<file path="src/rtl/bin2bcd_seq_pkg.sv">
// rtl/bin2bcd_seq_pkg.sv - shared types, constants and sizing helper for bin2bcd_seq
package bin2bcd_seq_pkg;

    typedef enum logic {
        IDLE  = 1'b0,
        SHIFT = 1'b1
    } state_t;

    localparam int BCD_DIGIT_W = 4;

    // Smallest digit count whose decimal range covers every WIDTH-bit value.
    function automatic int min_digits(input int width);
        longint unsigned max_val;
        longint unsigned pow;
        int d;
        max_val = (64'd1 << width) - 64'd1;
        pow = 64'd10;
        d = 1;
        while (pow <= max_val) begin
            pow = pow * 64'd10;
            d = d + 1;
        end
        return d;
    endfunction

endpackage

</file>
<file path="src/rtl/bin2bcd_seq_bcd_add3.sv">
// rtl/bin2bcd_seq_bcd_add3.sv - per-digit add-3 correction for double dabble
import bin2bcd_seq_pkg::*;

module bcd_add3 (
    input  logic [BCD_DIGIT_W-1:0] d,
    output logic [BCD_DIGIT_W-1:0] q
);

    // A digit of 5 or more would exceed 9 after the next shift, so pre-correct it.
    always_comb begin
        q = d;
        if (d >= 4'd5) begin
            q = d + 4'd3;
        end
    end

endmodule

</file>
<file path="src/rtl/bin2bcd_seq.sv">
// rtl/bin2bcd_seq.sv - sequential binary-to-BCD converter, one bit per clock
import bin2bcd_seq_pkg::*;

module bin2bcd_seq #(
    parameter int WIDTH       = 8,
    parameter int DIGITS      = 3,
    parameter int DISP_DIGITS = 2
) (
    input  logic                          clock,
    input  logic                          reset,
    input  logic                          start,
    input  logic [WIDTH-1:0]              bin,
    output logic                          busy,
    output logic                          done,
    output logic [BCD_DIGIT_W*DIGITS-1:0] bcd,
    output logic                          overload
);

    localparam int BCD_W = BCD_DIGIT_W * DIGITS;
    localparam int SR_W  = BCD_W + WIDTH;
    localparam int CNT_W = $clog2(WIDTH + 1);

    // Too few digits would silently truncate large inputs; refuse to build.
    if (DIGITS < min_digits(WIDTH)) begin : g_digits_check
        $error("bin2bcd_seq: DIGITS too small for WIDTH");
    end

    state_t           state;
    logic [SR_W-1:0]  sr;
    logic [SR_W-1:0]  sr_adj;
    logic [SR_W-1:0]  sr_next;
    logic [CNT_W-1:0] count;
    logic [BCD_W-1:0] bcd_next;
    logic             overload_next;

    // The binary part of the register passes through untouched; only BCD digits get corrected.
    assign sr_adj[WIDTH-1:0] = sr[WIDTH-1:0];

    for (genvar i = 0; i < DIGITS; i++) begin : g_digit
        bcd_add3 u_add3 (
            .d (sr[WIDTH + BCD_DIGIT_W*i +: BCD_DIGIT_W]),
            .q (sr_adj[WIDTH + BCD_DIGIT_W*i +: BCD_DIGIT_W])
        );
    end

    assign sr_next  = {sr_adj[SR_W-2:0], 1'b0};
    assign bcd_next = sr_next[SR_W-1:WIDTH];

    // Any nonzero digit beyond what the display can show flags overload.
    if (DISP_DIGITS >= DIGITS) begin : g_no_overload
        assign overload_next = 1'b0;
    end else begin : g_overload
        assign overload_next = |bcd_next[BCD_W-1:BCD_DIGIT_W*DISP_DIGITS];
    end

    // Control FSM: load on accepted start, shift WIDTH times, publish result on the last shift.
    always_ff @(posedge clock or posedge reset) begin
        if (reset) begin
            state    <= IDLE;
            busy     <= 1'b0;
            done     <= 1'b0;
            bcd      <= '0;
            overload <= 1'b0;
            sr       <= '0;
            count    <= '0;
        end else begin
            done <= 1'b0;
            case (state)
                IDLE: begin
                    if (start) begin
                        sr    <= {{BCD_W{1'b0}}, bin};
                        count <= CNT_W'(WIDTH);
                        busy  <= 1'b1;
                        state <= SHIFT;
                    end
                end
                SHIFT: begin
                    sr    <= sr_next;
                    count <= count - 1'b1;
                    if (count == CNT_W'(1)) begin
                        bcd      <= bcd_next;
                        overload <= overload_next;
                        done     <= 1'b1;
                        busy     <= 1'b0;
                        state    <= IDLE;
                    end
                end
                default: begin
                    state <= IDLE;
                    busy  <= 1'b0;
                end
            endcase
        end
    end

endmodule

</file>
<file path="config.mk">
export PLATFORM = sky130hd
export DESIGN_NAME = bin2bcd_seq
export DESIGN_NICKNAME = d
export VERILOG_FILES = /design/src/rtl/bin2bcd_seq_pkg.sv /design/src/rtl/bin2bcd_seq_bcd_add3.sv /design/src/rtl/bin2bcd_seq.sv
export SDC_FILE = /design/constraint.sdc
export NUM_CORES = 1
export LEC_CHECK = 0
export CORE_ASPECT_RATIO = 1.75
export CORE_UTILIZATION = 54
export DETAILED_ROUTE_END_ITERATION = 12
export PLACE_DENSITY_LB_ADDON = 0.1
export SKIP_LAST_GASP = 1
export SLEW_MARGIN = 20
export SYNTH_ARGS = -nofsm -noshare
export SYNTH_HDL_FRONTEND = slang
export SYNTH_SLANG_ARGS = --single-unit
</file>
<file path="constraint.sdc">
create_clock -name clock -period 2 [get_ports clock]
set_input_delay 0.3 -clock clock [delete_from_list [all_inputs] [get_ports clock]]
set_output_delay 0.3 -clock clock [all_outputs]
set_load 0.01 [all_outputs]
</file>
=== Word level (Yosys, flattened, before mapping) ===
Cells that the tools add are included.

* Input bits: 11
* Word-level logic and storage cells: 36
* Register bits after elaboration: 40
* Output and inout port bits: 15

* Reduce and logical (&&, ||, !) cells: 3
* Bitwise gates (word level): 1
* Magnitude comparators: 3
* Eq/ne operators: 3
* $add $sub $neg: 4
* Mux-type cells: 15

{| class="wikitable"
|+ Operators by type and width
! kind !! number
|-
| case mux 20 bit (2 select lines) || 1
|-
| 2-to-1 mux 20 bit || 1
|-
| >= comparator 4 x 3 -> 1 bit (second input constant) || 3
|-
| 2-to-1 mux 4 bit || 3
|-
| adder 4 x 2 -> 4 bit (second input constant) || 2
|-
| case mux 4 bit (2 select lines) || 1
|-
| 2-to-1 mux 1 bit || 6
|-
| equality test 4 x 1 -> 1 bit (second input constant) || 1
|-
| case mux 1 bit (2 select lines) || 2
|-
| AND reduction 2 bit || 2
|-
| OR reduction 4 bit || 1
|-
| subtractor 4 x 1 -> 4 bit (second input constant) || 1
|-
| adder 3 x 2 -> 3 bit (second input constant) || 1
|-
| 2-to-1 mux 3 bit || 1
|-
| != test 2 x 1 -> 1 bit (second input constant) || 1
|-
| != test 2 bit (second input constant) || 1
|-
| inverter 1 bit || 1
|}

=== Longest topological paths before layout ===
* Depth after elaboration: 3
* Gate-level depth with buffers: 7
* Mapped depth without buffers: 6

=== Hierarchy ===
A second synthesis with hierarchy kept.

* Cells, all modules: 169
* Area, all modules: 1940.6 µm²

{| class="wikitable"
|+ Modules (own cells, without submodules)
! module !! sequential area each (µm²) !! times used !! area each (µm²) !! cells each
|-
| bin2bcd_seq || 1001.0 || 1 || 1636.6 || 121
|-
| bcd_add3 || 0.0 || 3 || 101.3 || 16
|}

=== Worst setup path after synthesis ===
No wires, ideal clock.

* Kind: register -> register
* From: reg sr[16]
* To: reg overload
* Required time: 1.874 ns
* Path slack: 0.470 ns
* Path buffers: 0
* Library setup time: 0.126 ns
* Period minus slack after synthesis: 1.530 ns
* Data arrival time: 1.404 ns
* Cell stages (with the launch flop): 7
* Cell sequence: dfrtp_1 inv_1 ha_1 nand2b_2 a211oi_2 o21ai_1 o32a_1

* Longest elaborated chain between the ends: 3
* Elaborated cells between the ends (all ways): 4
* Classes of those cells: add/sub: 1; order compare: 1; mux: 1; reduce/logical: 1

{| class="wikitable"
|+ Ends and longest elaborated chain
! item !! RTL line !! text
|-
| from (decl) || bin2bcd_seq.sv:29 || <nowiki>logic [SR_W-1:0] sr;</nowiki>
|-
| from (signal assigned) || bin2bcd_seq.sv:71 || <nowiki>sr <= {{BCD_W{1'b0}}, bin};</nowiki>
|-
| from (signal assigned) || bin2bcd_seq.sv:78 || <nowiki>sr <= sr_next;</nowiki>
|-
| >= comparator 4 x 3 -> 1 bit or adder 3 x 2 -> 3 bit (tied branches) || bin2bcd_seq_bcd_add3.sv:12, bin2bcd_seq_bcd_add3.sv:13 ||
|-
| 2-to-1 mux 3 bit * || bin2bcd_seq_bcd_add3.sv:12 || <nowiki>if (d >= 4'd5) begin</nowiki>
|-
| OR reduction 4 bit * || bin2bcd_seq.sv:53 || <nowiki>assign overload_next = |bcd_next[BCD_W-1:BCD_DIGIT_W*DISP_DIGITS];</nowiki>
|-
| to (signal assigned) || bin2bcd_seq.sv:82 || <nowiki>overload <= overload_next;</nowiki>
|-
| to (decl) || bin2bcd_seq.sv:16 || <nowiki>output logic overload</nowiki>
|}

Mark *: on every way between the ends. The rest lies on a longest branch, timed or not.
A chain may end at the register's enable or synchronous reset.

=== Final worst setup path ===
Same ends and word-level chain as after synthesis.

==> out/metrics.cfg <==
[cells_and_area]
layout_commonest_cell=dfrtp_1
multi_input_area_um2=818
layout-drive-gt1-share_pct=9.72
area_growth_syn_to_layout_pct=20.6
regArea_um2=1000
final_nets=235
diodes=0
final_cells=261
final_cell_mix=dfrtp_1 (40), nand2_1 (32), clkdlybuf4s50_1 (25), o21ai_0 (19), inv_1 (12)
nFillCells=288

[clock_tree]
cts-root-buf=clkbuf_8
cts-resized-gates=0
clk_pin_slew_ns=0.07
cts_hold_buf=0
clk_latency_ns=0.29
cts_tree=built
htreeDepth=2
cts_buffer_depth=2
clock_sinks=40
cts_buffers=5
cts_setup_buffers=0

[synth]
synthDistinctLibCells=29
synth_cells=187
avgSynthCellArea_um2=10.2
ys_ff_latch=40
synth_warnings=0
syn-num-nets=206
yosysSeqAreaShare_pct=52.6
syn_area_um2=1900

[floorplan]
dieArea_um2=3770
io_pins=26
std_cell_rows=28
start_util_pct=56.5
core_area_um2=3360
die_w_um=46.9
die_y_um=80.5

[timing]
drv_slew=0
hold_viol=0
fin_crit_sh_pct=85.6
setup-tns-final_ns=0
rsz0062_at_grt=no
clock_skew_ns=0.00547
worst_slew_pin_slew_ns=0.497
max_freq_ghz=0.584
final.min_clock_period_ns=1.71
finalSetupViolations=0
relSlewSlack_pct=66.9

[setup_path]
r2r_start=sr[16]
critical_path_required_ns=2.18
r2r_end=overload
end_kind=register
start_kind=register
rr_worst_depth=6
worstPathArrival_ns=1.89
path_max_fanout=5
crit_type=register to register
reg2reg_slack_ns=0.29

[placement]
dp_cells=254
hpwl_mm=2.77
port_buffers=25
place.gp.congestion=0.766

[global_route]
grt_pass1_vias=1475
overflow=0
grt_start_max_net_pins=41
grtUsageTotal_pct=24.1
grt_pass1_wl_mm=6.39
antenna_found_initial=0

[power_and_ir_drop]
p_per_area_nw_per_um2=1590
p_leak_uw=0.00104
pwr-share-clk_pct=13.7
share_comb_of_total_power_pct=46.6
switchingPower_uw=1410
pwr-share-seq_pct=39.7
internal_power_uw=2240
p_sw_share_pct=38.6
vdd_drop_max_v=0.000887

[route]
num_vias=1441
wl_per_cell_um=14.5
routed_wl_mm=3.79
postRouteAntennaNets=0
remaining_drc_errors=0
drt_iter0_drc=31
first_pass_iters=4
via_per_inst=5.52

[min_path]
worst_hold_path_type=input port to async pin

[run]
maxCapViolations=0

[run_status]
outcome=finished, final reports clean

==> worst max path at each step <==
stage,start,end,slack [ns]
after CTS,sr[12],sr[14],0.28
after detailed placement,sr[12],sr[14],0.30
after global placement,sr[16],overload,0.38
after global routing,sr[12],sr[14],0.16
final,sr[16],overload,0.29
after floorplan,sr[16],overload,0.47
==> flip-flops by register name, summed over array words and instances, names as in the netlist <==
register,flops
done,1
sr,20
overload,1
bcd,12
count,4
busy,1
state,1
==> through the flow <==
| stage | util, % | setup WS (ns) | total power, µW | hold WS [ns] | cell area [µm²] |
|---|---|---|---|---|---|
| 4_1_cts | 68.2 | 0.276 | 3670 | 0.441 | 2290 |
| 3_3_place_gp | 65.9 | 0.376 | 3050 | 0.460 | 2220 |
| 2_1_floorplan | - | 0.470 | 2550 | 0.449 | 1900 |
| 3_5_place_dp | 65.9 | 0.297 | 3160 | 0.470 | 2220 |
| 5_1_grt | 68.2 | 0.161 | 3940 | 0.478 | 2290 |
| 6_report | 68.2 | 0.288 | 3640 | 0.425 | 2290 |
==> synthesized netlist by cell type (all sizes together) <==
cell type	n	area (µm²)
a21o	3	22.5
ha	8	100
mux2	4	45.0
xnor2	2	17.5
buf	4	18.8
clkbuf	5	18.8
mux2i	10	100
or3	1	6.26
nand4bb	1	27.5
nand2b	3	21.3
a21oi	10	53.8
inv	12	45.0
nor3	1	5.00
dfrtp	40	1000
a211oi	2	25.0
a31oi	1	6.26
nor2	10	37.5
o32a	1	10.0
nand2	32	120
o22ai	8	50.1
o31ai	2	15.0
o22a	1	8.76
nor3b	5	37.5
o21ai	20	100
o32ai	1	8.76
==> power groups by stage <==
stage	sequential, µW	combinational [µW]	clock [µW]
CTS	1450	1710	511
global placement	1440	1620	0
finish	1450	1700	500
floorplan	1450	1100	0
detailed placement	1460	1700	0
global route	1490	1890	554
==> kinds of logic after synthesis <==
family	count (synthesis)	synth area share, %
compound gates	49	15.8
xor+xnor	2	0.921
fa+ha+maj	8	5.26
buf+inv	21	4.34
flops	40	52.6
mux	14	7.63
simple gates	53	13.4
==> worst max-delay path, stage by stage, from the launching register on <==
cell	delay [ns]
dfrtp_1	0.43
inv_1	0.09
ha_1	0.27
nand2b_2	0.11
a211oi_2	0.29
o21ai_1	0.11
o32a_1	0.30
==> layer usage <==
layer  wire length (µm)  track usage (%)  share of wire [%]
met1               1520             27.0                 40
met2               2110             40.7                 56
met3                104             6.97                2.7
met4                 54             9.71                1.4
met5                  0                0                  0
==> final cells by class <==
class	instances	area share, %
Clock buffer	6	3.16
Multi-Input combinational cell	126	35.7
Clock inverter	1	0.218
Tap cell	45	2.45
Timing Repair Buffer	31	12.9
Sequential cell	40	43.6
Inverter	12	1.96
(Power assumes the default switching activity.)
